`config.mk`:
```
export PLATFORM = sky130hd
export DESIGN_NAME = instr_encoder_loader
export DESIGN_NICKNAME = d
export VERILOG_FILES = /design/src/rtl/instr_encoder_loader_pkg.sv /design/src/rtl/instr_field_packer.sv /design/src/rtl/instr_encoder_loader.sv
export SDC_FILE = /design/constraint.sdc
export NUM_CORES = 1
export LEC_CHECK = 0
export BUFFER_PORTS_ARGS = -buffer_cell sky130_fd_sc_hd__buf_2
export CORE_ASPECT_RATIO = 0.7
export CORE_MARGIN = 2
export CORE_UTILIZATION = 45
export DETAILED_ROUTE_END_ITERATION = 10
export PLACE_DENSITY_LB_ADDON = 0.2
export SLEW_MARGIN = 20
export SYNTH_ARGS = -nofsm -noshare
export SYNTH_HDL_FRONTEND = slang
export SYNTH_SLANG_ARGS = --single-unit
```
`constraint.sdc`:
```
create_clock -name clk -period 4.1 [get_ports clk]
set_input_delay 0.205 -clock clk [delete_from_list [all_inputs] [get_ports clk]]
set_output_delay 0.205 -clock clk [all_outputs]
set_load 0.02 [all_outputs]
```
`src/rtl/instr_encoder_loader_pkg.sv`:
```
// Shared constants for the 16-bit instruction format and the loader FSM.
// The decoder uses the same field positions, so a word built here decodes back to its fields.
package instr_encoder_loader_pkg;

    // Field widths
    localparam int unsigned OPC_W   = 4;
    localparam int unsigned REG_W   = 2;
    localparam int unsigned IMM_W   = 8;
    localparam int unsigned INSTR_W = 16;

    // Field bit positions
    localparam int unsigned OPC_HI = 15;
    localparam int unsigned RD_LO  = 10;
    localparam int unsigned R1_LO  = 8;
    localparam int unsigned R2_LO  = 6;

    // Format select
    localparam logic FMT_R = 1'b0;
    localparam logic FMT_I = 1'b1;

    typedef enum logic [1:0] {
        StIdle,
        StLoad,
        StDone,
        StErr
    } load_state_e;

endpackage

```
`src/rtl/instr_field_packer.sv`:
```
// Combinational packer: format plus decoded fields -> 16-bit instruction word.
// Exact inverse of the instruction decoder.
module instr_field_packer
    import instr_encoder_loader_pkg::*;
(
    input  logic               fmt,
    input  logic [OPC_W-1:0]   opcode,
    input  logic [REG_W-1:0]   rd,
    input  logic [REG_W-1:0]   r1,
    input  logic [REG_W-1:0]   r2,
    input  logic [IMM_W-1:0]   imm,
    output logic [INSTR_W-1:0] word
);

    // Place common fields, then either r2 (low six bits zero) or the immediate
    always_comb begin
        word                   = '0;
        word[OPC_HI -: OPC_W]  = opcode;
        word[RD_LO +: REG_W]   = rd;
        word[R1_LO +: REG_W]   = r1;
        if (fmt == FMT_I) begin
            word[IMM_W-1:0] = imm;
        end else begin
            word[R2_LO +: REG_W] = r2;
        end
    end

endmodule

```
`src/rtl/instr_encoder_loader.sv`:
```
// Program loader: accepts decoded field bundles, packs them into instruction words and
// writes them to instruction RAM at consecutive addresses from a programmable base.
module instr_encoder_loader
    import instr_encoder_loader_pkg::*;
#(
    parameter int unsigned ADDR_W = 8,
    parameter int unsigned DEPTH  = 256
) (
    input  logic                clk,
    input  logic                rst,
    input  logic                start,
    input  logic [ADDR_W-1:0]   base_addr,
    input  logic [ADDR_W:0]     length,
    input  logic                abort,
    input  logic                in_valid,
    output logic                in_ready,
    input  logic                in_fmt,
    input  logic [OPC_W-1:0]    in_opcode,
    input  logic [REG_W-1:0]    in_rd,
    input  logic [REG_W-1:0]    in_r1,
    input  logic [REG_W-1:0]    in_r2,
    input  logic [IMM_W-1:0]    in_imm,
    output logic                mem_we,
    output logic [ADDR_W-1:0]   mem_addr,
    output logic [INSTR_W-1:0]  mem_wdata,
    output logic                busy,
    output logic                done,
    output logic                error,
    output logic [INSTR_W-1:0]  checksum
);

    localparam logic [ADDR_W-1:0] LAST_ADDR = ADDR_W'(DEPTH - 1);
    localparam logic [ADDR_W:0]   CNT_ONE   = (ADDR_W + 1)'(1);
    localparam logic [ADDR_W-1:0] ADDR_ONE  = ADDR_W'(1);

    load_state_e          state_q;
    logic [ADDR_W-1:0]    addr_q;
    logic [ADDR_W:0]      count_q;
    logic [ADDR_W:0]      len_q;
    logic [INSTR_W-1:0]   word;
    logic                 accept;
    logic                 last_word;
    logic                 at_top;

    instr_field_packer u_packer (
        .fmt    (in_fmt),
        .opcode (in_opcode),
        .rd     (in_rd),
        .r1     (in_r1),
        .r2     (in_r2),
        .imm    (in_imm),
        .word   (word)
    );

    // Handshake and per-accept decode
    always_comb begin
        in_ready  = (state_q == StLoad) && !abort;
        accept    = in_valid && in_ready;
        last_word = (count_q + CNT_ONE) == len_q;
        at_top    = addr_q == LAST_ADDR;
        busy      = (state_q == StLoad) || (state_q == StDone);
    end

    // Load FSM with registered write port, done/error flags and running checksum
    always_ff @(posedge clk) begin
        if (rst) begin
            state_q   <= StIdle;
            addr_q    <= '0;
            count_q   <= '0;
            len_q     <= '0;
            mem_we    <= 1'b0;
            mem_addr  <= '0;
            mem_wdata <= '0;
            done      <= 1'b0;
            error     <= 1'b0;
            checksum  <= '0;
        end else begin
            mem_we <= 1'b0;
            done   <= 1'b0;
            case (state_q)
                StIdle, StErr: begin
                    if (start) begin
                        error    <= 1'b0;
                        checksum <= '0;
                        addr_q   <= base_addr;
                        count_q  <= '0;
                        len_q    <= length;
                        if (length == '0) begin
                            // Empty load completes immediately
                            done    <= 1'b1;
                            state_q <= StIdle;
                        end else begin
                            state_q <= StLoad;
                        end
                    end
                end
                StLoad: begin
                    if (abort) begin
                        state_q <= StIdle;
                    end else if (accept) begin
                        mem_we    <= 1'b1;
                        mem_addr  <= addr_q;
                        mem_wdata <= word;
                        checksum  <= checksum ^ word;
                        addr_q    <= addr_q + ADDR_ONE;
                        count_q   <= count_q + CNT_ONE;
                        if (last_word) begin
                            done    <= 1'b1;
                            state_q <= StDone;
                        end else if (at_top) begin
                            // Top of memory reached with words still owed: stop, never wrap
                            error   <= 1'b1;
                            state_q <= StErr;
                        end
                    end
                end
                StDone: begin
                    state_q <= StIdle;
                end
                default: begin
                    state_q <= StIdle;
                end
            endcase
        end
    end

endmodule

```
==> impl_results.md, run 1 <==
* Peak supply drop at 257 uV
* Seq/Total Area, Yosys at 43.2%
* Cts hold-fix bufs at 0
* Clock-pin slew on the worst setup and hold paths at 0.08 ns
* Seq cells post-synth at 71
* Combinational family with the most area after synthesis: simple AND/OR/NAND/NOR gates
* Sw Share at ~40%
* Setup crit end kind: register
* First-pass GRT wire length at 13100 um
* Post-Syn Nets at 453
* Mapped Cells at 408
* Worst hold start: length[0]
* Total gr overflow at 0
* HP Class: primary input to register
* Setup TNS at 0 ns
* Layout Nets at 529
* Worst setup endpoint: count_q[5]
* Clock power share at 24.4%
* Initial DRC count at 127
* Slew HR at 62.9%
* CTS Buf Count at 9
* Multiplexer share of the synthesized area at 1.52%
* Hold Vio Cnt, Final at 0
* Startpoint types: register
* Syn Area/Cell at 8.06 um2
* Pre-CTS setup slack at 1.41 ns
* Area of the core at 7190 um2
* Initial antenna violation count at 0
* Initial DRT Pass Iterations at 5
* Setup slack, reg-to-reg at 1.39 ns
* Layout cells sized above 1 at 24.3%
* Worst slew pin tran at 0.555 ns
* Root buffer cell: clkbuf_8
* Post-DP HPWL at 5940 um
* Reg power frac at 40.3%
* Synth Area in Compound Gates at approximately 16%
* Total GRT Usage at 21.1%
* Mapped Area at 3290 um2
* Synth Area in XOR/XNOR at roughly 8%
* Largest delay share family, worst path: simple AND/OR/NAND/NOR gates
* TritonCTS clock tree: done
* N_diodes at 0
* Synth top area share at 43.2%
* Largest net degree at the start of global routing at 42
* Fin crit period at 2.71 ns
* Post-DR wirelength/cell at 14.2 um
* I/O Pins at 86
* Vias at 3058
* Synth unique cells at 47
* Worst Setup SP: state_q[1]
* Crit share post-route at 66.2%
* CP Data Arrival Time at 2.93 ns
* Crit path depth at 9
* EDFF count, synth at 0
* Synth top area cells: dfxtp_1 43%, nand2_1 9.3%, a21oi_1 6.9%
* Vert. Die Dim at 75.5 um
* Number of buffers added for setup after CTS at 0
* # setup viols final at 0
* CP peak stage delay at approximately 0.52 ns
* Final ANT Viol Nets at 0
* Warnings from Yosys at 0
* Launch point of the worst reg-to-reg path: state_q[1]
* Dominant cell type by area after synthesis: dfxtp_1
* Status: completed
* Synth Area in Adders at 1.52%
* Final WS setup at about 1.4 ns
* Critical path class: register to register
* GPL Wtd Cong at 0.846
* # fillers at 702
* Fmax at around 0.37 GHz
* Leak at 1.65 nW
* CTS sink cnt at 71
* Switch Pwr at 0.000851 W
* Row count at 26
* Clock skew at 0.00984 ns
* Comb pwr share at 35.4%
* Worst reg2reg path depth at 9
* Number of port buffers at 85
* Starting Density at 45.7%
* Simple-gate share of the synthesized area at 24.4%
* Via/cell ratio at 5.21
* Cell internal pwr at about 0.0013 W
* Ys flop type: dfxtp_1
* Cts repair resizes at 0
* Die width at 106 um
* Data required time of the critical path at 4.32 ns
* Unrepaired setup endpoints after global routing: no
* WP buf/inv at 2
* Die area at 8010 um2
* Pins Over Slew Limit at 0
* PwrDens at 553 nW/um2
* CP max-delay cell: or3_1
* Reg-to-Reg End: count_q[5]
* Final wirelength at around 8400 um
* Max cap viols at 0
* Worst path cell trace: inv_1, ha_1, nand3b_1, or3_1, nand2b_1, buf_4, o21ai_0, a21oi_1, nor2_1
* Synth async-reset ratio at 0%
* Critical Path Fanout Max at 16
* Worst-Skew Late Latency at roughly 0.34 ns
* H-Tree Depth at 3
* Number of global-route vias before repair at roughly 2.6k
* DRC viols at 0
* Layout area overhead at 20.3%
* Clock tree buffer depth at 2
==> metal layers <==
metal / vias to the layer above / GRT usage [%] / part of all wire (%)
met4: 0 / 4.68 / 0.55
met5: - / 0 / 0
met1: 1399 / 29.5 / 50
li1: 1551 / - / -
met2: 103 / 31.3 / 41
met3: 5 / 7.70 / 7.8
==> layout make-up <==
class	instances	area [um2]	share of cell area (%)
Multi-Input combinational cell	303	1710	43.3
Sequential cell	71	1420	36.0
Timing Repair Buffer	92	478	12.1
Clock buffer	11	151	3.83
Tap cell	98	123	3.10
Clock inverter	5	41.3	1.04
Inverter	7	26.3	0.665
==> worst min-delay path: cells and delay by family <==
family,cells,cell delay (ns)
simple gates,1,0.05
compound gates,1,0.05
buf+inv,1,0.10
==> flip-flops by register name, indices dropped and copies added, names as in the netlist, 2 cells and up <==
register,cells
count_q,9
addr_q,8
len_q,9
mem_addr,8
state_q,2
checksum,16
mem_wdata,16
==> cells in the mapped netlist (all sizes together) (4+ instances only) <==
library cell and n:
nor2 44, nand4 4, dfxtp 71, and3 4
o22ai 4, buf 9, xnor2 10, inv 7
nand2 81, nor4 5, nor3 8, nand3 18
a211oi 11, mux2i 5, xor2 18, ha 4
a21oi 45, clkbuf 18, o21ai 10
==> worst min path at each step <==
stage	slack [ns]	to	cells past startpoint
global route	0.09	len_q[1]	3
finish	0.10	len_q[0]	3
detailed placement	0.44	error	2
global placement	0.43	error	2
floorplan	0.34	len_q[0]	2
CTS	0.09	len_q[0]	3
==> power groups by stage <==
| stage | combinational (W) | sequential (W) | clock (W) |
|---|---|---|---|
| floorplan | 0.000497 | 0.000941 | 0 |
| CTS | 0.000774 | 0.000879 | 0.000548 |
| global route | 0.000865 | 0.000897 | 0.000584 |
| global placement | 0.000761 | 0.000892 | 0 |
| detailed placement | 0.000772 | 0.000894 | 0 |
| finish | 0.000773 | 0.000880 | 0.000532 |
==> cells in the final DEF, fill, tap and decap left out, types with 3 or more instances in the layout <==
cell type,n
a211oi_1,10
a21oi_1,45
a311oi_1,3
buf_2,85
buf_4,7
clkbuf_8,11
dfxtp_1,71
ha_1,4
inv_1,7
mux2i_1,5
nand2_1,81
nand3_1,17
nand3b_1,3
nand4_1,4
nor2_1,43
nor3_1,8
nor4_1,5
o21ai_0,8
o22ai_1,4
or3_1,3
xnor2_1,10
xor2_1,18
==> cell families after synthesis <==
family                     count (synthesis)
and+or+nand+nor                          180
DFF                                       71
buffers and inverters                     34
xor gates and xnor gates                  29
AOI/OAI and AO/OA                         85
muxes                                      5
adders and majority gates                  4
==> per-stage QoR <==
stage / total power [W] / cells / instance area (um2) / hold WS (ns) / utilization [%]
detailed placement: 0.00167 / 571 / 3760 / 0.445 / 52.3
global placement: 0.00165 / 571 / 3760 / 0.435 / 52.3
floorplan: 0.00144 / 408 / 3290 / 0.341 / -
CTS: 0.00220 / 587 / 3950 / 0.0874 / 55.0
global route: 0.00235 / 587 / 3950 / 0.0870 / 55.0
finish: 0.00218 / 587 / 3950 / 0.103 / 55.0
(Power assumes the default switching activity.)
==> run 2: changes to the inputs <==
Clock period 4.1 ns to 2.8 ns, I/O delays scaled along.
==> impl_results.md, run 2 (synthesis results as in run 1) <==
* Final Non-Filler Cells at 587
* Via/cell ratio at around 5.2
* Inst Count DP at approximately 570
* Pins Over Slew Limit at 0
* Most frequent cells in the layout: 85 x buf_2, 81 x nand2_1, 71 x dfxtp_1, 45 x a21oi_1, 43 x nor2_1
* Initial antenna violation count at 0
* H-Tree Depth at 3
* Multi-input logic area at between 1500 and 2000 um2
* # setup viols final at 0
* WP buf/inv at 0
* Post-DP HPWL at 5790 um
* Cts hold-fix bufs at 0
* Layout Nets at 529
* Sw Share at between 30% and 40%
* CP max-delay cell: a2111oi_4
* Setup crit end kind: register
* Slew HR at roughly 65%
* Row count at 26
* Biggest regs: checksum: 16 flops, mem_wdata: 16 flops
* Number of global-route vias before repair at 2595
* CTS sink cnt at 71
* Root buffer cell: clkbuf_8
* Register area at 1420 um2
* Most common cell after layout, fill and taps aside: buf_2
* Initial DRC count at 205
* Final wirelength at 8230 um
* Post-DR wirelength/cell at 14.0 um
* Reg power frac at 38.3%
* Vias at around 3.1k
* Hold Vio Cnt, Final at 0
* Startpoint types: register
* Cell internal pwr at 0.00210 W
* Crit share post-route at 92.8%
* Largest net degree at the start of global routing at 29
* CP peak stage delay at 0.57 ns
* Layout cells sized above 1 at 24.1%
* Die area at 8010 um2
* GPL Wtd Cong at around 0.94
* Pre-CTS setup slack at 0.308 ns
* Cts repair resizes at 0
* Peak supply drop at 363 uV
* Fmax at approximately 0.38 GHz
* Total gr overflow at 0
* TritonCTS clock tree: done
* Number of port buffers at 85
* Starting Density at between 40 and 50%
* Critical path class: register to register
* Final WS setup at 0.202 ns
* N_diodes at 0
* Largest delay share family, worst path: compound AO/OA/AOI/OAI gates
* I/O Pins at 86
* Clock power share at 27.3%
* Initial DRT Pass Iterations at 4
* Max cap viols at 0
* Layout area overhead at 21.5%
* PwrDens at roughly 840 nW/um2
* Critical Path Fanout Max at 9
* Clock-pin slew on the worst setup and hold paths at 0.09 ns
* Clock skew at 0.0111 ns
* # fillers at roughly 680
* Total GRT Usage at 20.8%
* Setup TNS at 0 ns
* Vert. Die Dim at 75.5 um
* Worst slew pin tran at 0.519 ns
* Number of buffers added for setup after CTS at 0
* Comb pwr share at around 34%
* Unrepaired setup endpoints after global routing: no
* Status: completed
* HP Class: primary input to register
* Total power at 0.00336 W
* Fin crit period at 2.60 ns
* Worst-Skew Late Latency at 0.36 ns
* Switch Pwr at 0.00126 W
* DRC viols at 0
* Data required time of the critical path at just over 3 ns
* Die width at 106 um
* Area of the core at 7190 um2
* Worst path cell trace: ha_1, nand3_1, xnor2_1, nand4_1, a2111oi_4, mux2i_1, a211oi_2
* Leak at 1.67 nW
* CP Data Arrival Time at 2.83 ns
* Clock tree buffer depth at 2
* CTS Buf Count at 9
* Final ANT Viol Nets at 0
* First-pass GRT wire length at 12800 um
## run 2: path summary, 6_finish.rpt
kind                     start            end  slack [ns]  depth (start not counted)
hold reg to reg    mem_addr[4]    mem_addr[4]        0.45                          2
hold / removal    in_opcode[1]  mem_wdata[13]        0.02                          3
setup / recovery    count_q[0]     state_q[0]        0.20                          7
setup reg to reg    count_q[0]     state_q[0]        0.20                          7
## run 2: area by class of cell
class                   count  area share, %
clock inverters             6           2.35
well taps                  98           3.07
flip-flops and latches     71           35.6
multi-input cells         303           42.9
clock buffers              10           3.20
inverters                   7          0.658
repair buffers             92           12.3
## run 2: per-layer routing
layer	track usage, %	vias up	wire [um]	part of all wire, %
met4	5.99	0	71	0.86
li1	-	1553	-	-
met1	29.1	1409	4140	50
met2	30.4	95	3390	41
met5	0	-	0	0
met3	7.53	7	628	7.6
## run 2: worst min-delay path: stages
cell and delay [ns]:
buf_2 0.10, nand2_1 0.05, a21oi_1 0.05
## run 2: power groups by stage
stage	sequential, W	clock, W	combinational, W
global route	0.00131	0.000973	0.00129
finish	0.00129	0.000917	0.00116
floorplan	0.00138	0	0.000727
global placement	0.00130	0	0.00113
CTS	0.00129	0.000937	0.00116
detailed placement	0.00131	0	0.00115
## run 2: stage by stage
| step | util, % | instance area, um2 | hold slack, ns |
|---|---|---|---|
| floorplan | - | 3290 | 0.276 |
| global placement | 52.5 | 3770 | 0.396 |
| detailed placement | 52.5 | 3770 | 0.400 |
| CTS | 55.6 | 3990 | 0.0104 |
| global route | 55.6 | 3990 | 0.0248 |
| finish | 55.6 | 3990 | 0.0234 |
==> run 3: changes to the inputs <==
Settings changed: SYNTH_HIERARCHICAL from default to 1.
==> impl_results.md, run 3 <==
* Status: completed
* Clock skew at between 0.01 and 0.015 ns
* Row count at 26
* CP Data Arrival Time at 2.59 ns
* Initial antenna violation count at 0
* Crit share post-route at a little over four fifths
* Layout area overhead at 20.0%
* Post-Syn Nets at between 400 and 500
* Max cap viols at 0
* Pins Over Slew Limit at 0
* Count leader, synth: nand2_1
* Die width at 106 um
* Critical path class: register to register
* DRC viols at 0
* Number of global-route vias before repair at between 2k and 3k
* Fmax at between 0.4 and 0.5 GHz
* Initial DRC count at 143
* Total gr overflow at 0
* PwrDens at 644 nW/um2
* # setup viols final at 0
* Clock-pin slew on the worst setup and hold paths at 0.08 ns
* H-Tree Depth at 3
* Worst-Skew Late Latency at between 0.3 and 0.4 ns
* Initial DRT Pass Iterations at 4
* Total GRT Usage at 20.3%
* Fin util at between 50 and 60%
* Most common cell after layout, fill and taps aside: nand2_1
* Mapped Area at 3310 um2
* Launch point of the worst reg-to-reg path: count_q[0]
* Unrepaired setup endpoints after global routing: no
* Most frequent cells in the layout: 97 x nand2_1, 85 x buf_2, 71 x dfxtp_1, 52 x a21oi_1, 38 x nor2_1
* Commonest cells post-synth: 97 x nand2_1, 71 x dfxtp_1, 52 x a21oi_1
* Data required time of the critical path at 3.05 ns
* Synth async-reset ratio at 0%
* Vias at a little under 3k
* Post-DR wirelength/cell at 13.5 um
* Worst hold start: length[4]
* Die area at between 8000 and 9000 um2
* Number of cells on the worst hold path at 3
* Biggest regs: checksum: 16 flops, mem_wdata: 16 flops
* Vert. Die Dim at approximately 76 um
* Seq/Total Area, Yosys at 43.0%
* CTS sink cnt at 71
* Leak at 1.73 nW
* Mapped Cells at 413
* Setup crit end kind: register
* TritonCTS clock tree: done
* HP Class: primary input to register
* EDFF count, synth at 0
* Clock tree buffer depth at 2
* Number of port buffers at 85
* Hold Vio Cnt, Final at 0
* Seq cells post-synth at 71
* Ys flop type: dfxtp_1
* Startpoint types: register
* Root buffer cell: clkbuf_8
* Largest net degree at the start of global routing at 30
* Fin crit period at 2.34 ns
* First-pass GRT wire length at 12700 um
* Worst slew pin tran at 0.565 ns
* Critical Path Fanout Max at 5
* Area of the core at 7220 um2
* Dominant cell type by area after synthesis: dfxtp_1
* Final ANT Viol Nets at 0
* Cts hold-fix bufs at 0
* Setup TNS at 0 ns
* Final wirelength at between 7000 and 8000 um
* Synth top area cells: dfxtp_1 43%, nand2_1 11%, a21oi_1 7.9%
* Synth top area share at 43.0%
* GPL Wtd Cong at 0.849
* Cts repair resizes at 0
* Starting Density at between 40% and 50%
* Worst reg2reg path depth at 7
* Layout Nets at 531
* Slew HR at 62.2%
* Peak supply drop at ~280 uV
* Post-DP HPWL at 5640 um
* Warnings from Yosys at 6
* CTS Buf Count at 9
* Worst Setup SP: count_q[0]
* Syn Area/Cell at 8.01 um2
* Layout cells sized above 1 at 25.5%
* # fillers at 700
* Via/cell ratio at 5.03
* I/O Pins at 86
* Number of buffers added for setup after CTS at 0
* Synth unique cells at 49
* N_diodes at 0
-- run 3: cell types whose count changed after synthesis, moves of 4 or more --
cell	previous run	this run
a211oi_1	10	5
nor2_1	44	38
and2_2	0	6
o21ai_0	8	12
buf_4	0	12
clkbuf_1	18	13
a21oi_1	45	52
nand2_1	81	97
mux2i_1	5	1
nand3_1	17	7
-- run 3: worst paths after layout --
path | to | slack (ns)
worst min register to register | mem_addr[2] | 0.45
worst max register to register | state_q[1] | 0.46
worst max-delay path | state_q[1] | 0.46
worst min-delay path | len_q[4] | 0.03
-- run 3: kinds of logic (layout without fill, tap and decap cells) --
| family | count (synthesis) | in the layout | share of synthesized area (%) |
|---|---|---|---|
| adder cells (fa/ha/maj) | 4 | 4 | 1.51 |
| multiplexers | 3 | 3 | 0.984 |
| AND/OR/NAND/NOR | 189 | 189 | 27.1 |
| flip-flops | 71 | 71 | 43.0 |
| XOR/XNOR | 28 | 28 | 7.42 |
| AO/OA/AOI/OAI | 82 | 82 | 14.3 |
| buffers and inverters | 36 | 114 | 5.71 |
-- run 3: metal layers --
layer	vias to the layer above	GRT usage, %	part of all wire (%)
met5	-	0	0
met4	0	5.63	0.97
met3	8	7.27	8.2
met2	97	29.1	40
met1	1339	29.0	51
li1	1520	-	-
-- run 3: area by class of cell --
cell class / instances / area, um2 / area share (%)
clock buffer: 11 / 131 / 3.31
clock inverter: 5 / 82.6 / 2.08
inverter: 6 / 22.5 / 0.568
multi-input combinational: 306 / 1700 / 42.8
sequential: 71 / 1420 / 35.8
tap: 98 / 123 / 3.09
timing repair buffer: 92 / 490 / 12.4
-- run 3: where the power goes --
part	total [W]	internal (W)	switching (W)	leakage [nW]
clock network	0.000893	0.000504	0.000389	0.107
logic	0.000527	0.000202	0.000325	1.05
registers	0.00114	0.00108	0.0000554	0.577
total	0.00256	0.00179	0.000769	1.73
-- run 3: metrics by stage --
stage | cell area, um2 | worst slack, ns | std cells | hold WS, ns | total power, W
finish | 3970 | 0.463 | 589 | 0.0280 | 0.00256
global route | 3970 | 0.301 | 589 | 0.0351 | 0.00269
CTS | 3970 | 0.510 | 589 | 0.0158 | 0.00258
detailed placement | 3750 | 0.518 | 573 | 0.400 | 0.00169
global placement | 3750 | 0.523 | 573 | 0.395 | 0.00167
floorplan | 3310 | 0.833 | 413 | 0.276 | 0.00153
-- run 3: critical path, cell delays in order, from the launching register on --
cell and delay (ns):
dfxtp_1 0.44, ha_1 0.31, and3_1 0.23, a31oi_1 0.10, nor4_2 0.42, o2111ai_2 0.28
a21o_1 0.24, a32o_1 0.21
